===== src/rtl/fb_read_arbiter.sv =====
// fb_read_arbiter
// Shares the single frame-buffer read port between the display scanner
// (strict priority) and the gesture/aspect-ratio analyzer (served in gaps).
// Every issued read carries a {valid, owner} tag down a fixed-length
// pipeline, so the pixel returned RD_LAT cycles later is steered to the
// requester that issued it, in issue order.
//
// Owner states (registered, also driven on 'owner'):
//   state     | meaning
//   ----------+------------------------------------------------------
//   OWN_IDLE  | no read issued on the last edge, fb_en low
//   OWN_DISP  | display read issued on the last edge
//   OWN_ANA   | analyzer read issued on the last edge

module fb_read_arbiter #(
  parameter int ADDR_W     = 17,
  parameter int DATA_W     = 16,
  parameter int RD_LAT     = 1,
  parameter int STARVE_MAX = 64
) (
  input  logic              clk25,
  input  logic              rst_n,

  input  logic              disp_req,
  input  logic [ADDR_W-1:0] disp_addr,
  output logic [DATA_W-1:0] disp_data,
  output logic              disp_valid,

  input  logic              ana_req,
  input  logic [ADDR_W-1:0] ana_addr,
  output logic              ana_gnt,
  output logic [DATA_W-1:0] ana_data,
  output logic              ana_valid,
  output logic              ana_starved,

  output logic [ADDR_W-1:0] fb_addr,
  output logic              fb_en,
  input  logic [DATA_W-1:0] frame_pixel,

  output logic [1:0]        owner
);

  typedef enum logic [1:0] {
    OWN_IDLE = 2'b00,
    OWN_DISP = 2'b01,
    OWN_ANA  = 2'b10
  } owner_t;

  localparam int         CNT_W     = 10;
  localparam logic [9:0] CNT_MAX   = 10'd1023;
  localparam logic [9:0] STARVE_TH = 10'(STARVE_MAX);

  owner_t             state;

  // Tag pipeline: index 0 is written on the issue edge, index RD_LAT is
  // consumed on the edge where the matching pixel is on frame_pixel.
  logic [RD_LAT:0]    tag_v;
  logic [RD_LAT:0]    tag_ana;
  logic               push_v;
  logic               push_ana;

  logic [CNT_W-1:0]   starve_cnt;
  logic [CNT_W-1:0]   starve_next;

  // Display always wins; the analyzer only gets the port in display gaps.
  // Only ana_req is qualified by disp_req, so garbage on the analyzer
  // inputs can never reach the display path while the display is reading.
  assign ana_gnt  = ana_req & ~disp_req;
  assign push_v   = disp_req | ana_gnt;
  assign push_ana = ana_gnt;

  assign owner = state;

  // Owner FSM: capture the winning address and enable on every edge.
  always_ff @(posedge clk25 or negedge rst_n) begin
    if (!rst_n) begin
      state   <= OWN_IDLE;
      fb_addr <= '0;
      fb_en   <= 1'b0;
    end else begin
      if (disp_req) begin
        state   <= OWN_DISP;
        fb_addr <= disp_addr;
        fb_en   <= 1'b1;
      end else if (ana_req) begin
        state   <= OWN_ANA;
        fb_addr <= ana_addr;
        fb_en   <= 1'b1;
      end else begin
        // fb_addr deliberately holds so the RAM address bus stays quiet.
        state   <= OWN_IDLE;
        fb_en   <= 1'b0;
      end
    end
  end

  // Tag shift register: never stalls, one entry per edge.
  always_ff @(posedge clk25 or negedge rst_n) begin
    if (!rst_n) begin
      tag_v   <= '0;
      tag_ana <= '0;
    end else begin
      tag_v   <= {tag_v[RD_LAT-1:0], push_v};
      tag_ana <= {tag_ana[RD_LAT-1:0], push_ana};
    end
  end

  // Return path: steer the sampled pixel to the owner of the exiting tag.
  always_ff @(posedge clk25 or negedge rst_n) begin
    if (!rst_n) begin
      disp_data  <= '0;
      disp_valid <= 1'b0;
      ana_data   <= '0;
      ana_valid  <= 1'b0;
    end else begin
      disp_valid <= tag_v[RD_LAT] & ~tag_ana[RD_LAT];
      ana_valid  <= tag_v[RD_LAT] &  tag_ana[RD_LAT];
      if (tag_v[RD_LAT] && !tag_ana[RD_LAT]) begin
        disp_data <= frame_pixel;
      end
      if (tag_v[RD_LAT] && tag_ana[RD_LAT]) begin
        ana_data <= frame_pixel;
      end
    end
  end

  // Next starvation count: saturating run length of denied request cycles.
  always_comb begin
    starve_next = '0;
    if (ana_req && !ana_gnt) begin
      starve_next = (starve_cnt == CNT_MAX) ? starve_cnt : starve_cnt + 10'd1;
    end
  end

  // Starvation counter and flag; the flag tracks the updated count so it
  // rises on the edge of the STARVE_MAX-th denial and drops on the grant edge.
  always_ff @(posedge clk25 or negedge rst_n) begin
    if (!rst_n) begin
      starve_cnt  <= '0;
      ana_starved <= 1'b0;
    end else begin
      starve_cnt  <= starve_next;
      ana_starved <= (starve_next >= STARVE_TH);
    end
  end

endmodule


===== config.mk =====
export PLATFORM = sky130hd
export DESIGN_NAME = fb_read_arbiter
export DESIGN_NICKNAME = d
export VERILOG_FILES = /design/src/rtl/fb_read_arbiter.sv
export SDC_FILE = /design/constraint.sdc
export NUM_CORES = 1
export LEC_CHECK = 0
export CAP_MARGIN = 20
export CORE_MARGIN = 2
export CORE_UTILIZATION = 45
export CTS_CLUSTER_SIZE = 24
export DETAILED_ROUTE_END_ITERATION = 16
export PLACE_DENSITY = 0.83
export SKIP_LAST_GASP = 1
export SYNTH_ARGS = -nofsm -noshare
export SYNTH_HDL_FRONTEND = slang
export SYNTH_SLANG_ARGS = --single-unit
export TNS_END_PERCENT = 30

===== constraint.sdc =====
create_clock -name clk25 -period 5.9 [get_ports clk25]
set_clock_uncertainty 0.05 [all_clocks]
set_input_delay 0.885 -clock clk25 [delete_from_list [all_inputs] [get_ports clk25]]
set_output_delay 0.885 -clock clk25 [all_outputs]
set_load 0.02 [all_outputs]

# Yosys cells after proc, flatten, opt, wreduce, memory -nomap -nowiden
# Cells that the tools add are included.
# word_totals
ff_bits,69
in_bits,54
out_inout_bits,56
wordCells,34
# classes
n_addsub,1
order_cmp,1
n_eq_ne,1
muxes,8
bitwise_logic,6
n_reduce_logical,6
# op_table
operator,n
two-way mux 17 bit,2
two-way mux 10 bit,2
"adder 10 x 1 -> 10 bit, second input constant",1
"== test 10 bit, second input constant",1
"greater-or-equal comparator 10 x 7 -> 1 bit, second input constant",1
two-way mux 2 bit,2
bitwise AND 1 bit,3
logical AND 1 bit,3
zero test 1 bit,2
two-way mux 1 bit,2
NOT 1 bit,2
nonzero test 2 bit,1
bitwise OR 1 bit,1

# Logic depth before layout (Yosys ltp)
# Gate-level depths: netlist (run 1).
# depth
depth_word,6
mapped_depth,6
ltp_nobuf,5

# Worst setup path after synthesis (run 1)
# Ideal clock, no wire load.
# synth_path
path_kind,input to output
startpoint,input ana_req
endpoint,output ana_gnt
arrival_ns,1.788
t_required_ns,4.965
slack_ns,3.177
path_stages,3
n_path_buf,2
cell_sequence,buf_2 -> buf_2 -> nor2b_1
# synth_between
elab_chain_len,1
# synth_lines
element,line_no,source
start: declaration,29,"input logic ana_req,"
bitwise AND 1 bit,68,assign ana_gnt = ana_req & ~disp_req;
end: declaration,31,"output logic ana_gnt,"
# Every way passes these cells.

# Worst setup path in the final report (run 1)
# Same ends and word-level chain as after synthesis.

==> impl_metrics.env, run 1 <==
export IMPL_status="complete, no violations"
export IMPL_setup_viol=0
export IMPL_path_max_fanout=20
export IMPL_rows=28
export IMPL_htree_levels=3
export IMPL_layout_cells_non_filler=399
export IMPL_n_antenna_cell=0
export IMPL_grt_usage=0.183
export IMPL_fin_area_um2=4060
export IMPL_min_period_over_period=0.578
export IMPL_port_buffers=109
export IMPL_crit_path_start_kind="input pin"
export IMPL_routed_via_count=2008
export IMPL_cts_root_buf="clkbuf_8"
export IMPL_slew_headroom=0.469
export IMPL_period_minus_slack_ns=3.41
export IMPL_slew_violations=0
export IMPL_p_per_area_nw_per_um2=283
export IMPL_worst_setup_path_end_kind="primary output"
export IMPL_cts_resized=0
export IMPL_cts_tree="done"
export IMPL_synth_area_um2=2720
export IMPL_final_util=0.690
export IMPL_core_um2=5890
export IMPL_clock_path_buffers=2
export IMPL_tightest_slew_ns=0.796
export IMPL_crit_type="input pin to primary output"
export IMPL_setup_tns_ns=0
export IMPL_cts_sinks=67
export IMPL_ys_ff_latch=67
export IMPL_syn_mean_instance_area_um2=13.1
export IMPL_final_hold_viol_count=0
export IMPL_area_growth_pct=49.4
export IMPL_worstPathRequired_ns=4.97
export IMPL_dr_pass1_iters=4
export IMPL_synth_nets=263
export IMPL_grt_pass1_vias=2005
export IMPL_leakage_nw=1.72
export IMPL_die_y_um=81.7
export IMPL_nets=376
export IMPL_grt_first_pass_wirelength_mm=9.06
export IMPL_routed_wl_mm=5.95
export IMPL_syn_inst=208
export IMPL_drt_initial_drc_count=66
export IMPL_placed_cell_area_um2=3880
export IMPL_post_cts_buffers=0
export IMPL_io_pins=110
export IMPL_rsz0062_at_grt="false"
export IMPL_gr_total_overflow=0
export IMPL_viasPerCell=5.03
export IMPL_drc=0
export IMPL_max_freq_mhz=293
export IMPL_die_area_um2=6680
export IMPL_grt_start_max_net_pins=68
export IMPL_hold_class="flop to flop"
export IMPL_routedWlPerCell_um=14.9
export IMPL_die_w_um=81.7
export IMPL_synth_cell_types=31
export IMPL_cts_hold_buf=0
export IMPL_ant_nets=0
export IMPL_place_inst=385
export IMPL_dp_hpwl_mm=4.38
export IMPL_numCtsBuffers=9
export IMPL_clkTransAtPathRegs_ns=0.06
export IMPL_insertion_delay_ns=0.33
export IMPL_ir_drop_uv=163
export IMPL_maxCapViolCount=0
export IMPL_ys_warn_count=0
export IMPL_antenna_found_initial=0
export IMPL_ys_seq_area_frac=0.617
export IMPL_initial_core_util=0.462
export IMPL_gp_congestion=0.890
export IMPL_crit_arrival_ns=2.47
export IMPL_drive_gt1_frac=0.170
-- sequential cells by signal, indices dropped and copies added (netlist names) --
name,flops
ana_data,16
ana_starved,1
ana_valid,1
disp_data,16
disp_valid,1
fb_addr,17
owner,1
starve_cnt,10
tag_ana,2
tag_v,2
-- synth_stat cells, drive strengths merged --
master  instances  area [um2]
a211oi          3        22.5
a21oi           1        5.00
a311oi          2        17.5
a31oi           2        12.5
a41oi           1        8.76
and2            1        6.26
and3            1        7.51
and4            1        8.76
buf             4        22.5
clkbuf          7        26.3
dfrtp          67        1680
ha              1        12.5
inv             2        7.51
mux2           32         360
mux2i          18         180
nand2          22        82.6
nand3           4        32.5
nand4           1        6.26
nor2            6        22.5
nor2b           2        12.5
nor3            2        10.0
nor4            1        12.5
o21ai          18        90.1
o311a           1        11.3
o31a            1        8.76
or2             1        6.26
or3             1        6.26
or4             1        7.51
xnor2           4        35.0
-- layout make-up --
class	instances	area [um2]
inverters	2	7.51
flip-flops and latches	67	1680
well taps	75	93.8
clock buffers	11	141
clock inverters	3	40.0
fillers	435	1820
multi-input cells	128	986
repair buffers	113	1120
-- logic make-up after synthesis --
group | after synthesis | synth area share
muxes | 50 | 0.199
buffers and inverters | 13 | 0.0207
DFF | 67 | 0.617
and+or+nand+nor | 44 | 0.0815
AOI/OAI and AO/OA | 29 | 0.0649
xor gates and xnor gates | 4 | 0.0129
adders and majority gates | 1 | 0.00460
-- power breakdown --
group | switching [W] | total [W] | internal [W]
Sequential | 0.0000241 | 0.000530 | 0.000506
Clock | 0.000153 | 0.000354 | 0.000201
Combinational | 0.000120 | 0.000266 | 0.000146
Total | 0.000298 | 0.00115 | 0.000852
-- worst max-delay path, stage by stage --
cell	delay, ns
clkdlybuf4s50_1	0.46
buf_4	0.29
nor2b_1	0.20
clkdlybuf4s50_1	0.62
-- cell usage in the layout, fill, tap and decap left out, types with 3 or more instances in the layout --
master | synthesis | final
dfrtp_1 | 67 | 67
mux2_2 | 32 | 32
o21ai_0 | 18 | 18
nand3_1 | 3 | 3
mux2i_1 | 18 | 18
nor2_1 | 6 | 6
xnor2_1 | 4 | 4
clkbuf_8 | 0 | 10
a211oi_1 | 3 | 3
nand2_1 | 22 | 22
buf_4 | 1 | 4
clkdlybuf4s50_1 | 0 | 108
-- path summary, 6_finish.rpt --
path                                 endpoint           from  cells past startpoint  slack, ns
worst max-delay path                  ana_gnt        ana_req                      4       2.49
worst min-delay path                 tag_v[1]       tag_v[0]                      0       0.32
worst max register to register    ana_starved  starve_cnt[0]                      5       3.99
worst min register to register       tag_v[1]       tag_v[0]                      0       0.32
max in group asynchronous       starve_cnt[4]          rst_n                      2       4.60
min in group asynchronous         ana_data[0]          rst_n                      2       0.68
-- stage by stage --
step | hold slack, ns | setup WS [ns] | power [W]
final | 0.325 | 2.49 | 0.00115
after global routing | 0.344 | 2.40 | 0.00121
after CTS | 0.331 | 2.47 | 0.00117
after detailed placement | 0.313 | 2.47 | 0.000807
after global placement | 0.312 | 2.49 | 0.000799
after floorplan | 0.305 | 3.18 | 0.000653
-- layer usage --
metal	vias to the layer above	part of all wire	GRT usage	routed length, um
li1	959	-	-	-
met1	956	0.40	0.222	2410
met2	85	0.50	0.300	2960
met3	8	0.085	0.0637	508
met4	0	0.011	0.0750	67
met5	-	0	0	0
Power figures use the tool's default switching activity.
==> inputs of run 2 (changes only) <==
--- a/config.mk
+++ b/config.mk
@@ -7,10 +7,10 @@
 export LEC_CHECK = 0
 export CAP_MARGIN = 20
 export CORE_MARGIN = 2
-export CORE_UTILIZATION = 45
+export CORE_UTILIZATION = 43
 export CTS_CLUSTER_SIZE = 24
 export DETAILED_ROUTE_END_ITERATION = 16
-export PLACE_DENSITY = 0.83
+export PLACE_DENSITY = 0.8
 export SKIP_LAST_GASP = 1
 export SYNTH_ARGS = -nofsm -noshare
 export SYNTH_HDL_FRONTEND = slang
==> constraint.sdc (replaced) <==
create_clock -name clk25 -period 3.3 [get_ports clk25]
set_clock_uncertainty 0.05 [all_clocks]
set_input_delay 0.495 -clock clk25 [delete_from_list [all_inputs] [get_ports clk25]]
set_output_delay 0.495 -clock clk25 [all_outputs]
set_load 0.02 [all_outputs]
==> run 2 against run 1 <==
Effect of this change: hold slack worse by 0.20 ns; total power up 90%; die area up 4.4%; sequential share of layout area down 0.54 points; critical path depth down 1; routed wire length up 2.3%; combinational power up 79%; clock power up 110%.
==> impl_metrics.env, run 2 (same netlist as run 1, synthesis figures left out) <==
export IMPL_critPathBufInv=2
export IMPL_cp_slowest_cell="clkdlybuf4s50_1"
export IMPL_cts_root_buf="clkbuf_8"
export IMPL_numCtsBuffers=9
export IMPL_crit_path_start_kind="input pin"
export IMPL_cts_hold_buf=0
export IMPL_p_sw_w=0.000550
export IMPL_crit_type="input pin to primary output"
export IMPL_grt_usage=0.185
export IMPL_fin_ws_ns=0.941
export IMPL_cpMostUsedCell="clkdlybuf4s50_1"
export IMPL_largest_register="fb_addr"
export IMPL_fin_area_um2=4120
export IMPL_grt_start_max_net_pins=68
export IMPL_ant_nets=0
export IMPL_hold_class="input pin to async pin"
export IMPL_insertion_delay_ns=0.32
export IMPL_routed_via_count=2060
export IMPL_dr_pass1_iters=4
export IMPL_pwr_share_seq=0.433
export IMPL_max_freq_mhz=424
export IMPL_placed_cell_area_um2=3890
export IMPL_worst_setup_path_end_kind="primary output"
export IMPL_post_cts_buffers=0
export IMPL_area_growth_pct=51.4
export IMPL_cts_resized=0
export IMPL_critPathLaunch="ana_req"
export IMPL_power_frac_comb=0.218
export IMPL_setup_viol=0
export IMPL_slew_violations=0
export IMPL_drive_gt1_frac=0.175
export IMPL_routed_wl_mm=6.08
export IMPL_ir_drop_uv=334
export IMPL_dp_slack_ns=0.944
export IMPL_viasPerCell=5.15
export IMPL_htree_levels=3
export IMPL_final_hold_viol_count=0
export IMPL_r2r_setup_slack_ns=1.30
export IMPL_largest_reg_flops=17
export IMPL_final_cell_mix="clkdlybuf4s50_1 (108), dfrtp_1 (67), mux2_2 (32)"
export IMPL_tightest_slew_ns=0.901
export IMPL_n_antenna_cell=0
export IMPL_top_regs="fb_addr: 17 flops, ana_data: 16 flops, disp_data: 16 flops"
export IMPL_rr_startpoint="starve_cnt[0]"
export IMPL_grt_first_pass_wirelength_mm=10.4
export IMPL_io_pins=110
export IMPL_leakage_nw=1.74
export IMPL_crit_path_max_incr_delay_ns=0.63
export IMPL_initial_core_util=0.451
export IMPL_slew_headroom=0.396
export IMPL_clkTransAtPathRegs_ns=0.07
export IMPL_die_y_um=83.5
export IMPL_hold_slack_ns=0.120
export IMPL_routedWlPerCell_um=15.2
export IMPL_drc=0
export IMPL_nets=375
export IMPL_path_max_fanout=2
export IMPL_gp_congestion=0.852
export IMPL_rows=28
export IMPL_setup_tns_ns=0
export IMPL_dp_hpwl_mm=4.29
export IMPL_period_minus_slack_ns=2.36
export IMPL_swShare=0.252
export IMPL_grt_pass1_vias=2158
export IMPL_die_area_um2=6970
export IMPL_cts_tree="done"
export IMPL_port_buffers=109
export IMPL_crit_family="buffers and inverters"
export IMPL_layout_commonest_cell="clkdlybuf4s50_1"
export IMPL_clockPowerShare=0.349
export IMPL_p_int_w=0.00163
export IMPL_worstPathRequired_ns=2.75
export IMPL_maxCapViolCount=0
export IMPL_nFillCells=452
export IMPL_total_power_w=0.00218
export IMPL_crit_chain="clkdlybuf4s50_1 > nor2b_1 > clkdlybuf4s50_1"
export IMPL_crit_arrival_ns=1.81
export IMPL_clock_path_buffers=2
export IMPL_p_per_area_nw_per_um2=530
export IMPL_cts_sinks=67
export IMPL_die_w_um=83.5
export IMPL_antenna_found_initial=0
export IMPL_drt_initial_drc_count=40
export IMPL_status="complete, no violations"
export IMPL_gr_total_overflow=0
export IMPL_core_um2=6030
export IMPL_min_period_over_period=0.715
export IMPL_rsz0062_at_grt="false"
==> run 2: worst paths after layout <==
check,cells past startpoint,endpoint
setup / recovery,3,ana_gnt
hold / removal,2,disp_data[3]
setup reg to reg,5,ana_starved
hold reg to reg,0,tag_v[1]
max in group asynchronous,2,fb_addr[15]
min in group clk25,0,tag_v[1]
==> run 2: per-stage QoR <==
| stage | utilization | cells |
|---|---|---|
| 2_1_floorplan | - | 208 |
| 3_3_place_gp | 0.645 | 384 |
| 3_5_place_dp | 0.645 | 384 |
| 4_1_cts | 0.683 | 400 |
| 5_1_grt | 0.683 | 400 |
| 6_report | 0.683 | 400 |
==> run 2: cell type report <==
type | count | area [um2] | share of cell area
clock buffer | 12 | 155 | 0.0377
multi-input combinational | 128 | 988 | 0.240
clock inverter | 4 | 72.6 | 0.0176
inverter | 2 | 7.51 | 0.00182
tap | 75 | 93.8 | 0.0228
timing repair buffer | 112 | 1120 | 0.272
sequential | 67 | 1680 | 0.407
==> run 2: power by group through the flow <==
| stage | clock [W] | sequential, W | combinational (W) |
|---|---|---|---|
| finish | 0.000761 | 0.000944 | 0.000476 |
| floorplan | 0 | 0.00106 | 0.000108 |
| CTS | 0.000783 | 0.000944 | 0.000483 |
| global route | 0.000822 | 0.000958 | 0.000505 |
| global placement | 0 | 0.000957 | 0.000474 |
| detailed placement | 0 | 0.000960 | 0.000482 |
==> run 2: worst reg2reg max path, stage by stage (launching register included) <==
cell and delay (ns):
dfrtp_1 0.41, ha_1 0.24, and2_1 0.25, nand3_1 0.24, a31oi_1 0.15, or4_1 0.53
==> run 2: per-layer routing <==
| metal | up-vias | part of all wire | track usage |
|---|---|---|---|
| met5 | - | 0 | 0 |
| met3 | 8 | 0.062 | 0.0584 |
| met4 | 0 | 0.014 | 0.0674 |
| li1 | 962 | - | - |
| met1 | 1004 | 0.42 | 0.242 |
| met2 | 86 | 0.50 | 0.293 |
==> inputs of run 3 (changes only) <==
--- a/config.mk
+++ b/config.mk
@@ -7,10 +7,10 @@
 export LEC_CHECK = 0
 export CAP_MARGIN = 20
 export CORE_MARGIN = 2
-export CORE_UTILIZATION = 43
+export CORE_UTILIZATION = 39
 export CTS_CLUSTER_SIZE = 24
 export DETAILED_ROUTE_END_ITERATION = 16
-export PLACE_DENSITY = 0.8
+export PLACE_DENSITY = 0.76
 export SKIP_LAST_GASP = 1
 export SYNTH_ARGS = -nofsm -noshare
 export SYNTH_HDL_FRONTEND = slang
==> constraint.sdc (replaced) <==
create_clock -name clk25 -period 1.9 [get_ports clk25]
set_clock_uncertainty 0.05 [all_clocks]
set_input_delay 0.285 -clock clk25 [delete_from_list [all_inputs] [get_ports clk25]]
set_output_delay 0.285 -clock clk25 [all_outputs]
set_load 0.02 [all_outputs]
==> run 3 against run 2 <==
Effect of this change: clock power up 59%; critical path depth up 2; cell count up 3.5%; critical endpoint is now ana_starved.
==> impl_metrics.env, run 3 (same netlist as run 1, synthesis figures left out) <==
export IMPL_min_period_over_period=0.954
export IMPL_grt_first_pass_wirelength_mm=9.54
export IMPL_crit_type="flop to flop"
export IMPL_period_minus_slack_ns=1.81
export IMPL_swShare=0.257
export IMPL_die_y_um=87.5
export IMPL_fin_area_um2=4170
export IMPL_placed_cell_area_um2=3930
export IMPL_drc=0
export IMPL_hp_start="tag_v[0]"
export IMPL_routed_via_count=2055
export IMPL_numCtsBuffers=9
export IMPL_r2r_setup_slack_ns=0.09
export IMPL_grt_usage=0.161
export IMPL_ant_nets=0
export IMPL_p_sw_w=0.000945
export IMPL_dp_hpwl_mm=4.28
export IMPL_grt_start_max_net_pins=39
export IMPL_htree_levels=3
export IMPL_viasPerCell=4.96
export IMPL_crit_arrival_ns=1.97
export IMPL_setup_viol=0
export IMPL_r2r_cells=5
export IMPL_rows=30
export IMPL_top_regs="fb_addr: 17 flops, ana_data: 16 flops, disp_data: 16 flops"
export IMPL_dr_pass1_iters=4
export IMPL_final_hold_viol_count=0
export IMPL_routedWlPerCell_um=14.2
export IMPL_routed_wl_mm=5.89
export IMPL_layout_cells_non_filler=414
export IMPL_maxCapViolCount=0
export IMPL_rr_endpoint="ana_starved"
export IMPL_cts_root_buf="clkbuf_8"
export IMPL_worstPathRequired_ns=2.05
export IMPL_initial_core_util=0.402
export IMPL_p_per_area_nw_per_um2=883
export IMPL_pwr_share_seq=0.445
export IMPL_fin_ws_ns=0.0878
export IMPL_gp_congestion=0.830
export IMPL_clockPowerShare=0.329
export IMPL_nets=384
export IMPL_setup_tns_ns=0
export IMPL_leakage_nw=1.78
export IMPL_p_int_w=0.00274
export IMPL_total_power_w=0.00368
export IMPL_drive_gt1_frac=0.204
export IMPL_max_freq_mhz=552
export IMPL_dp_slack_ns=-0.105
export IMPL_die_w_um=87.5
export IMPL_path_max_fanout=5
export IMPL_gr_total_overflow=0
export IMPL_final_cell_mix="clkdlybuf4s50_1 (107), dfrtp_1 (67), mux2_2 (32)"
export IMPL_n_antenna_cell=0
export IMPL_port_buffers=109
export IMPL_crit_path_start_kind="flop"
export IMPL_core_um2=6760
export IMPL_layout_commonest_cell="clkdlybuf4s50_1"
export IMPL_ir_drop_uv=433
export IMPL_place_inst=396
export IMPL_tightest_slew_ns=0.469
export IMPL_min_path_cells=0
export IMPL_hold_class="flop to flop"
export IMPL_slew_headroom=0.688
export IMPL_grt_pass1_vias=2129
export IMPL_clock_path_buffers=2
export IMPL_status="complete, no violations"
export IMPL_power_frac_comb=0.225
export IMPL_drt_initial_drc_count=32
export IMPL_insertion_delay_ns=0.33
export IMPL_worst_setup_path_end_kind="flop"
export IMPL_clkTransAtPathRegs_ns=0.07
export IMPL_area_growth_pct=53.4
export IMPL_cts_tree="done"
export IMPL_largest_register="fb_addr"
export IMPL_cts_sinks=67
export IMPL_largest_reg_flops=17
export IMPL_slew_violations=0
export IMPL_whs_endpoint="tag_v[1]"
export IMPL_antenna_found_initial=0
export IMPL_rr_startpoint="starve_cnt[1]"
export IMPL_io_pins=110
export IMPL_die_area_um2=7660
[run 3: routing by layer]
layer  up-vias  global-route usage  wire, um
met1       989               0.196      2500
li1        982                   -         -
met5         -                   0         0
met4         0              0.0629        51
met3         5              0.0436       337
met2        79               0.271      3000
[run 3: worst max-delay path by stage]
stage / slack (ns) / to / from
final: 0.09 / ana_starved / starve_cnt[1]
after global routing: -0.006 / ana_starved / starve_cnt[1]
after CTS: 0.02 / ana_starved / starve_cnt[0]
after detailed placement: -0.11 / ana_gnt / ana_req
after global placement: -0.10 / ana_gnt / ana_req
after floorplan: 0.03 / ana_starved / starve_cnt[0]
[run 3: repair_timing]
action                                  in CTS  in global routing
endpoints found under the setup margin       1                  1
pin swaps                                    0                  0
hold buffers                                 1                  0
endpoints found under the hold margin       67                  0
gates resized for setup                      1                  3
buffers inserted                             0                  1
[run 3: area by class of cell]
class / instances / area (um2)
clock buffers: 12 / 165
fillers: 549 / 2580
flip-flops and latches: 67 / 1680
inverters: 2 / 7.51
multi-input cells: 128 / 997
clock inverters: 4 / 47.5
repair buffers: 121 / 1180
well taps: 80 / 100
[run 3: power groups by stage]
stage	clock network, W	logic (W)	registers, W
after global placement	0	0.000829	0.00166
after CTS	0.00125	0.000840	0.00164
final	0.00121	0.000830	0.00164
after detailed placement	0	0.000838	0.00167
after floorplan	0	0.000188	0.00184
after global routing	0.00132	0.000890	0.00166
[run 3: critical path: stages (launching register included)]
cell,delay (ns)
dfrtp_1,0.40
ha_2,0.19
and2_2,0.23
a41oi_2,0.21
a211oi_1,0.08
or4_1,0.52
[run 3: stage by stage]
stage	hold WS [ns]	utilization
detailed placement	0.274	0.582
finish	0.325	0.617
CTS	0.322	0.615
floorplan	-0.0606	-
global route	0.334	0.617
global placement	0.270	0.582
